File: config.mk
export PLATFORM = sky130hd
export DESIGN_NAME = bg_layer_mixer_flat
export DESIGN_NICKNAME = d
export VERILOG_FILES = /design/src/rtl/bg_layer_mixer_pkg.sv /design/src/rtl/bg_layer_mixer_if.sv /design/src/rtl/bg_skew_delay.sv /design/src/rtl/bg_layer_mixer.sv /design/src/flat_wrapper.sv
export SDC_FILE = /design/constraint.sdc
export NUM_CORES = 1
export LEC_CHECK = 0
export CAP_MARGIN = 20
export CORE_UTILIZATION = 35
export CTS_CLUSTER_SIZE = 8
export DETAILED_ROUTE_END_ITERATION = 10
export PLACE_DENSITY = 0.55
export SLEW_MARGIN = 20
export SYNTH_ARGS = -nofsm -noshare
export SYNTH_HDL_FRONTEND = slang
export SYNTH_HIERARCHICAL = 1
export SYNTH_SLANG_ARGS = --single-unit
File: constraint.sdc
create_clock -name clk -period 5.6 [get_ports clk]
set_input_delay 1.68 -clock clk [delete_from_list [all_inputs] [get_ports clk]]
set_output_delay 1.68 -clock clk [all_outputs]
set_load 0.01 [all_outputs]
File: src/rtl/bg_layer_mixer_pkg.sv
// Shared types and constants for the background layer mixer (package bg_mix_pkg).
// Layer skews describe how many cycles after layer 0 each raw layer stream starts.
package bg_mix_pkg;

  localparam int NUM_LAYERS = 4;
  localparam int MAX_SKEW   = 7;
  localparam int LAYER_SKEW [NUM_LAYERS] = '{0, 1, 6, 7};

  typedef logic [1:0] layer_id_t;

  typedef enum logic [1:0] {
    IDLE   = 2'd0,
    WAIT   = 2'd1,
    ACTIVE = 2'd2
  } mix_state_e;

  // Delay that brings a layer into step with the most-skewed layer.
  function automatic int skew_depth(input int layer);
    return MAX_SKEW - LAYER_SKEW[layer];
  endfunction

endpackage

File: src/rtl/bg_layer_mixer_if.sv
// Pixel-stream bundle between the layer pipelines and the mixer.
// Optional layer_enable exists only when LAYER_MASK_EN is defined.
interface bg_layer_mixer_if #(
  parameter int PIX_W = 4
);
  // Streaming without backpressure: pix_out/pix_x/line_done are meaningful only
  // in cycles where pix_valid is high; the consumer must accept every such cycle.
  logic                 line_starting;
  logic [4*PIX_W-1:0]   layer_pix;
  logic [7:0]           layer_priority;
  logic [PIX_W-1:0]     backdrop;
`ifdef LAYER_MASK_EN
  logic [3:0]           layer_enable;
`endif
  logic [PIX_W+1:0]     pix_out;
  logic                 pix_valid;
  logic [8:0]           pix_x;
  logic                 line_done;

  modport master (
    output line_starting, layer_pix, layer_priority, backdrop,
`ifdef LAYER_MASK_EN
           layer_enable,
`endif
    input  pix_out, pix_valid, pix_x, line_done
  );

  modport slave (
    input  line_starting, layer_pix, layer_priority, backdrop,
`ifdef LAYER_MASK_EN
           layer_enable,
`endif
    output pix_out, pix_valid, pix_x, line_done
  );
endinterface

File: src/rtl/bg_skew_delay.sv
// Fixed-depth register delay line; DEPTH=0 degenerates to a plain wire.
module bg_skew_delay #(
  parameter int WIDTH = 4,
  parameter int DEPTH = 1
) (
  input  logic             clk,
  input  logic             rst_n,
  input  logic [WIDTH-1:0] d_i,
  output logic [WIDTH-1:0] q_o
);

  generate
    if (DEPTH == 0) begin : g_wire
      logic unused_clk_rst;
      assign unused_clk_rst = clk ^ rst_n;
      assign q_o = d_i;
    end else begin : g_pipe
      logic [WIDTH-1:0] stage_q [DEPTH];

      always_ff @(posedge clk or negedge rst_n) begin
        if (!rst_n) begin
          for (int i = 0; i < DEPTH; i++) stage_q[i] <= '0;
        end else begin
          stage_q[0] <= d_i;
          for (int i = 1; i < DEPTH; i++) stage_q[i] <= stage_q[i-1];
        end
      end

      assign q_o = stage_q[DEPTH-1];
    end
  endgenerate

endmodule

File: src/rtl/bg_layer_mixer.sv
// Aligns four skewed background layers, resolves priority and emits one pixel per clock.
// Build option LAYER_MASK_EN adds a per-line layer enable mask.
module bg_layer_mixer
  import bg_mix_pkg::*;
#(
  parameter int PIX_W       = 4,
  parameter int LINE_PIXELS = 320,
  parameter int FIRST_LAT   = 10
) (
  input  logic         clk,
  input  logic         rst_n,
  bg_layer_mixer_if.slave mix_if,
  output mix_state_e   state_o
);

  localparam int              CNT_W    = $clog2(FIRST_LAT + MAX_SKEW + 1);
  localparam logic [CNT_W-1:0] CNT_LOAD = CNT_W'(FIRST_LAT + MAX_SKEW - 1);
  localparam logic [CNT_W-1:0] CNT_ONE  = CNT_W'(1);
  localparam logic [8:0]       LAST_X   = 9'(LINE_PIXELS - 1);

  if (LINE_PIXELS > 512 || LINE_PIXELS < 1) begin : g_bad_line_pixels
    $error("bg_layer_mixer: LINE_PIXELS must be 1..512");
  end

  mix_state_e       state_q;
  logic [CNT_W-1:0] cnt_q;
  logic [8:0]       x_q;
  logic [7:0]       prio_q;
  logic [PIX_W+1:0] pix_out_q;
  logic             pix_valid_q;
  logic [8:0]       pix_x_q;
  logic             line_done_q;
  logic [3:0]       layer_en;

  logic [PIX_W-1:0] aligned [NUM_LAYERS];
  logic [PIX_W+1:0] win_d;
  logic             found;
  layer_id_t        rank_id;
  logic             last_x;
  logic             emit;

  for (genvar g = 0; g < NUM_LAYERS; g++) begin : g_layer
    bg_skew_delay #(
      .WIDTH (PIX_W),
      .DEPTH (skew_depth(g))
    ) u_delay (
      .clk   (clk),
      .rst_n (rst_n),
      .d_i   (mix_if.layer_pix[g*PIX_W +: PIX_W]),
      .q_o   (aligned[g])
    );
  end

`ifdef LAYER_MASK_EN
  logic [3:0] mask_q;
  assign layer_en = mask_q;

  always_ff @(posedge clk or negedge rst_n) begin
    if (!rst_n)                    mask_q <= 4'hF;
    else if (mix_if.line_starting) mask_q <= mix_if.layer_enable;
  end
`else
  assign layer_en = 4'hF;
`endif

  // Highest-ranked enabled opaque layer wins; duplicate ranks simply re-test the same layer.
  always_comb begin
    win_d   = {2'd0, mix_if.backdrop};
    found   = 1'b0;
    rank_id = '0;
    for (int r = 0; r < NUM_LAYERS; r++) begin
      rank_id = prio_q[2*r +: 2];
      if (!found && layer_en[rank_id] && (aligned[rank_id] != '0)) begin
        found = 1'b1;
        win_d = {rank_id, aligned[rank_id]};
      end
    end
  end

  assign last_x = (x_q == LAST_X);
  // A restart strobe kills the in-flight pixel unless it is the last one of the line.
  assign emit   = (state_q == ACTIVE) && (!mix_if.line_starting || last_x);

  always_ff @(posedge clk or negedge rst_n) begin
    if (!rst_n) begin
      state_q     <= IDLE;
      cnt_q       <= '0;
      x_q         <= '0;
      prio_q      <= 8'b11_10_01_00;
      pix_out_q   <= '0;
      pix_valid_q <= 1'b0;
      pix_x_q     <= '0;
      line_done_q <= 1'b0;
    end else begin
      pix_valid_q <= emit;
      pix_out_q   <= emit ? win_d : '0;
      pix_x_q     <= emit ? x_q : '0;
      line_done_q <= (state_q == ACTIVE) && last_x;

      case (state_q)
        IDLE: ;
        WAIT: begin
          cnt_q <= cnt_q - 1'b1;
          if (cnt_q == CNT_ONE) begin
            state_q <= ACTIVE;
            x_q     <= '0;
          end
        end
        ACTIVE: begin
          x_q <= x_q + 1'b1;
          if (last_x) state_q <= IDLE;
        end
        default: state_q <= IDLE;
      endcase

      if (mix_if.line_starting) begin
        state_q <= WAIT;
        cnt_q   <= CNT_LOAD;
        prio_q  <= mix_if.layer_priority;
      end
    end
  end

  assign mix_if.pix_out   = pix_out_q;
  assign mix_if.pix_valid = pix_valid_q;
  assign mix_if.pix_x     = pix_x_q;
  assign mix_if.line_done = line_done_q;
  assign state_o          = state_q;

endmodule

File: src/flat_wrapper.sv
// flat-port wrapper written by rule: the top's interface ports become plain ports
module bg_layer_mixer_flat import bg_mix_pkg::*;
#(
  parameter int PIX_W       = 4,
  parameter int LINE_PIXELS = 320,
  parameter int FIRST_LAT   = 10
)
  (clk, rst_n, state_o, mix_if_line_starting, mix_if_layer_pix, mix_if_layer_priority, mix_if_backdrop, mix_if_pix_out, mix_if_pix_valid, mix_if_pix_x, mix_if_line_done);
  bg_layer_mixer_if #(.PIX_W(PIX_W)) mix_if_i ();
  input  logic clk;
  input  logic rst_n;
  output mix_state_e state_o;
  input wire logic [$bits(mix_if_i.line_starting)-1:0] mix_if_line_starting;
  input wire logic [$bits(mix_if_i.layer_pix)-1:0] mix_if_layer_pix;
  input wire logic [$bits(mix_if_i.layer_priority)-1:0] mix_if_layer_priority;
  input wire logic [$bits(mix_if_i.backdrop)-1:0] mix_if_backdrop;
  output wire logic [$bits(mix_if_i.pix_out)-1:0] mix_if_pix_out;
  output wire logic [$bits(mix_if_i.pix_valid)-1:0] mix_if_pix_valid;
  output wire logic [$bits(mix_if_i.pix_x)-1:0] mix_if_pix_x;
  output wire logic [$bits(mix_if_i.line_done)-1:0] mix_if_line_done;
  assign mix_if_i.line_starting = mix_if_line_starting;
  assign mix_if_i.layer_pix = mix_if_layer_pix;
  assign mix_if_i.layer_priority = mix_if_layer_priority;
  assign mix_if_i.backdrop = mix_if_backdrop;
  assign mix_if_pix_out = mix_if_i.pix_out;
  assign mix_if_pix_valid = mix_if_i.pix_valid;
  assign mix_if_pix_x = mix_if_i.pix_x;
  assign mix_if_line_done = mix_if_i.line_done;
  bg_layer_mixer #(.PIX_W(PIX_W), .LINE_PIXELS(LINE_PIXELS), .FIRST_LAT(FIRST_LAT)) u_core (.clk(clk), .rst_n(rst_n), .mix_if(mix_if_i), .state_o(state_o));
endmodule
==> results by group <==
Synthesis
  • Synthesized flop and latch total: 97
  • Synthesized net count: 299
  • Synth top area share: 0.6246
  • Main synth FF type: dfrtp_1
  • Seq/Total Area, Yosys: 0.6528
  • Yosys top cell by area: dfrtp_1
  • Asr flop ratio synth: 1.000
  • Synth Instances: 265
  • Avg Inst Size Synth: 14.06 sq um
  • Post-Syn Area: 0.003726 sq mm
  • Synth cell types: 38
  • Warnings from Yosys: 6
  • EDFF count, synth: 0
  • Synth top area cells: dfrtp_1 (62%), mux4_2 (9.7%), dfstp_2 (2.8%)

Global route
  • Pin count of the biggest net entering global routing: 77
  • GRT Util Overall: 0.1332
  • Initial antenna violation count: 0
  • First-pass GRT wire length: 10.92 mm
  • Total global routing overflow: 0
  • Number of global-route vias before repair: 2076

STA
  • Setup TNS: 0 ns
  • Final clock skew: 0.009583 ns
  • Tcrit/Tclk final: 0.6806
  • Final Max Tran Viols: 0
  • Slew Limit Headroom: 0.3599
  • Final hold vios: 0
  • Post-layout min period: 3.811 ns
  • Final setup viols: 0
  • RSZ-0062 raised after global routing: false
  • Hold slack: 0.3505 ns
  • Max frequency: 262.4 MHz
  • Slew of the pin with the lowest slew margin: 0.9602 ns

Worst setup path
  • Worst R2R Path Depth: 5
  • Critical Path End: u_core/mix_if.pix_out[2]$_DFF_PN0_
  • R2R Path Start: u_core/prio_q[2]$_DFFE_PN1P_
  • Critical path cell sequence: clkdlybuf4s50_1 > mux4_2 > or4_1 > or4_4 > o21ai_1 > a21oi_1
  • Slowest cell on the critical path: or4_1
  • Largest stage delay, worst path: 0.60 ns
  • Critical path depth: 6
  • Critical path data required time: 5.84 ns
  • Reg2Reg Capture Point: u_core/mix_if.pix_out[2]$_DFF_PN0_
  • Worst R2R Setup Slack: 2.83 ns
  • Worst setup SP type: input port
  • Largest delay contributor family on the critical path: simple AND/OR/NAND/NOR gates
  • Critical path arrival: 4.06 ns
  • Worst Setup SP: mix_if_layer_pix[13]
  • Critical path peak fanout: 6
  • CP Class: in2reg
  • CP endpoint kind: flop
  • WP buf/inv: 1

Power and ir drop
  • Power Dens Cells: 314.3 mW/mm^2
  • Peak VDD IR: 171.6 uV
  • Static Leak: 1.881 nW
  • Design Power: 0.001404 W

Placement
  • # port buffers: 49
  • GPL Wtd Cong: 0.9041
  • Hpwl dp: 4.467 mm
  • Post-Place Cells: 430

Finish
  • Finished Layout Cells: 446
  • Most frequent cells in the layout: dfrtp_1 (93), clkdlybuf4s50_1 (48), mux4_2 (16), a21oi_1 (14), nand2_1 (14)
  • Area grow syn2layout: 19.85%
  • Layout fillers: 949
  • N_diodes: 0
  • Nets: 339
  • Commonest non-fill, non-tap cell in the layout: dfrtp_1
  • Share of layout cells above drive strength 1: 0.1613

Clock tree
  • Clk slew on worst S/H paths: 0.10 ns
  • Post-CTS Setup Bufs: 0
  • # clock sinks: 97
  • Bufs on Longest Clock Path: 2
  • H-tree depth: 3
  • CTS root buf: clkbuf_8
  • CTS buffer count: 9
  • Hold-fix buffers, CTS: 0
  • TritonCTS clock tree: built
  • Post-CTS Resized: 0
  • Skew-Pair Late Insertion Delay: 0.36 ns

Route
  • Vias per Instance: 4.794
  • Routed wire length: 6.424 mm
  • Routed len/inst: 14.40 microns
  • Starting DRT DRC Count: 95
  • DRC viols: 0
  • Final ANT Viol Nets: 0
  • 1st-pass router iterations: 4
  • Vias post-DR: 2138

Die
  • Std cell rows: 37
  • Die W: 105.2 microns
  • Die ar.: 0.01106 sq mm
  • Initial Util: 0.3609
  • Core footprint: 0.01032 sq mm
  • I/O pin count: 50
  • Die height: 105.2 microns

Min path
  • Worst Hold Depth: 0
  • Hold Path Class: reg2reg

Status
  • Status: complete, no violations

Flow run
  • Max_cap viols: 0
[cells in the mapped netlist, types with 2 or more instances]
cell	instances
a21oi_1	14
and2_1	9
and3_1	3
buf_4	12
buf_6	3
clkbuf_1	6
dfrtp_1	93
dfstp_2	4
ha_1	3
inv_1	5
mux2_2	6
mux4_2	16
nand2_1	14
nand2b_1	3
nand3_1	9
nand4_1	3
nor2_1	10
nor2b_1	2
nor3_1	2
nor4_1	4
o21a_1	4
o21ai_0	13
o21ai_1	5
o31ai_1	3
or4_1	2
or4_4	2
xnor2_1	2
xor2_1	3
[flip-flops by register name, summed over array words and instances, names as in the netlist]
| name | flops |
|---|---|
| u_core/cnt_q | 5 |
| u_core/g_layer.u_delay/g_pipe.stage_q | 44 |
| u_core/g_layer.u_delay/q_o | 12 |
| u_core/mix_if.line_done | 1 |
| u_core/mix_if.pix_out | 6 |
| u_core/mix_if.pix_valid | 1 |
| u_core/mix_if.pix_x | 9 |
| u_core/prio_q | 8 |
| u_core/state_o | 2 |
| u_core/x_q | 9 |
[per-stage QoR]
step,utilization,instance area (sq um),setup slack (ns)
floorplan,-,3726,1.862
global placement,0.4115,4248,1.439
detailed placement,0.4115,4248,1.401
CTS,0.4313,4453,1.817
global route,0.4326,4466,1.730
finish,0.4326,4466,1.789
[cell type report]
type	count	area [sq um]	area share
Clock inverter	5	53.80	0.01205
Multi-Input combinational cell	141	1136	0.2544
Sequential cell	97	2432	0.5447
Inverter	5	18.77	0.004203
Timing Repair Buffer	51	503.0	0.1126
Tap cell	136	170.2	0.03811
Clock buffer	11	151.4	0.03390
[worst min-delay path by stage]
stage                                                            from                                                endpoint
2_1_floorplan  u_core/g_layer[0].u_delay/g_pipe.stage_q[14]$_DFF_PN0_  u_core/g_layer[0].u_delay/g_pipe.stage_q[10]$_DFF_PN0_
3_3_place_gp    u_core/g_layer[1].u_delay/g_pipe.stage_q[9]$_DFF_PN0_   u_core/g_layer[1].u_delay/g_pipe.stage_q[5]$_DFF_PN0_
3_5_place_dp   u_core/g_layer[0].u_delay/g_pipe.stage_q[19]$_DFF_PN0_  u_core/g_layer[0].u_delay/g_pipe.stage_q[15]$_DFF_PN0_
4_1_cts         u_core/g_layer[0].u_delay/g_pipe.stage_q[6]$_DFF_PN0_              u_core/g_layer[0].u_delay/q_o[2]$_DFF_PN0_
5_1_grt         u_core/g_layer[1].u_delay/g_pipe.stage_q[4]$_DFF_PN0_              u_core/g_layer[1].u_delay/q_o[0]$_DFF_PN0_
6_report        u_core/g_layer[1].u_delay/g_pipe.stage_q[9]$_DFF_PN0_   u_core/g_layer[1].u_delay/g_pipe.stage_q[5]$_DFF_PN0_
[kinds of logic after synthesis]
| kind of cell | Yosys count | synth area share |
|---|---|---|
| compound gates | 44 | 0.06683 |
| xor+xnor | 5 | 0.01176 |
| fa+ha+maj | 3 | 0.01007 |
| buf+inv | 27 | 0.04567 |
| flops | 97 | 0.6528 |
| mux | 23 | 0.1175 |
| simple gates | 66 | 0.09537 |
[metal layers]
metal / up-vias / track usage / part of all wire
li1: 1008 / - / -
met5: - / 0 / 0
met1: 1067 / 0.1830 / 0.46
met2: 57 / 0.1927 / 0.47
met3: 6 / 0.04554 / 0.053
met4: 0 / 0.05433 / 0.015
[power by group]
| group | switching, W | total (W) | internal, W |
|---|---|---|---|
| combinational | 0.0000788 | 0.000167 | 0.0000886 |
| sequential | 0.0000404 | 0.000785 | 0.000745 |
| clock | 0.000252 | 0.000451 | 0.000199 |
[worst register-to-register path, delay by kind of cell, from the launching register on]
family / cells / cell delay, ns
mux: 1 / 0.59
flops: 1 / 0.67
simple gates: 2 / 1.19
compound gates: 2 / 0.21
Power figures use the tool's default switching activity.
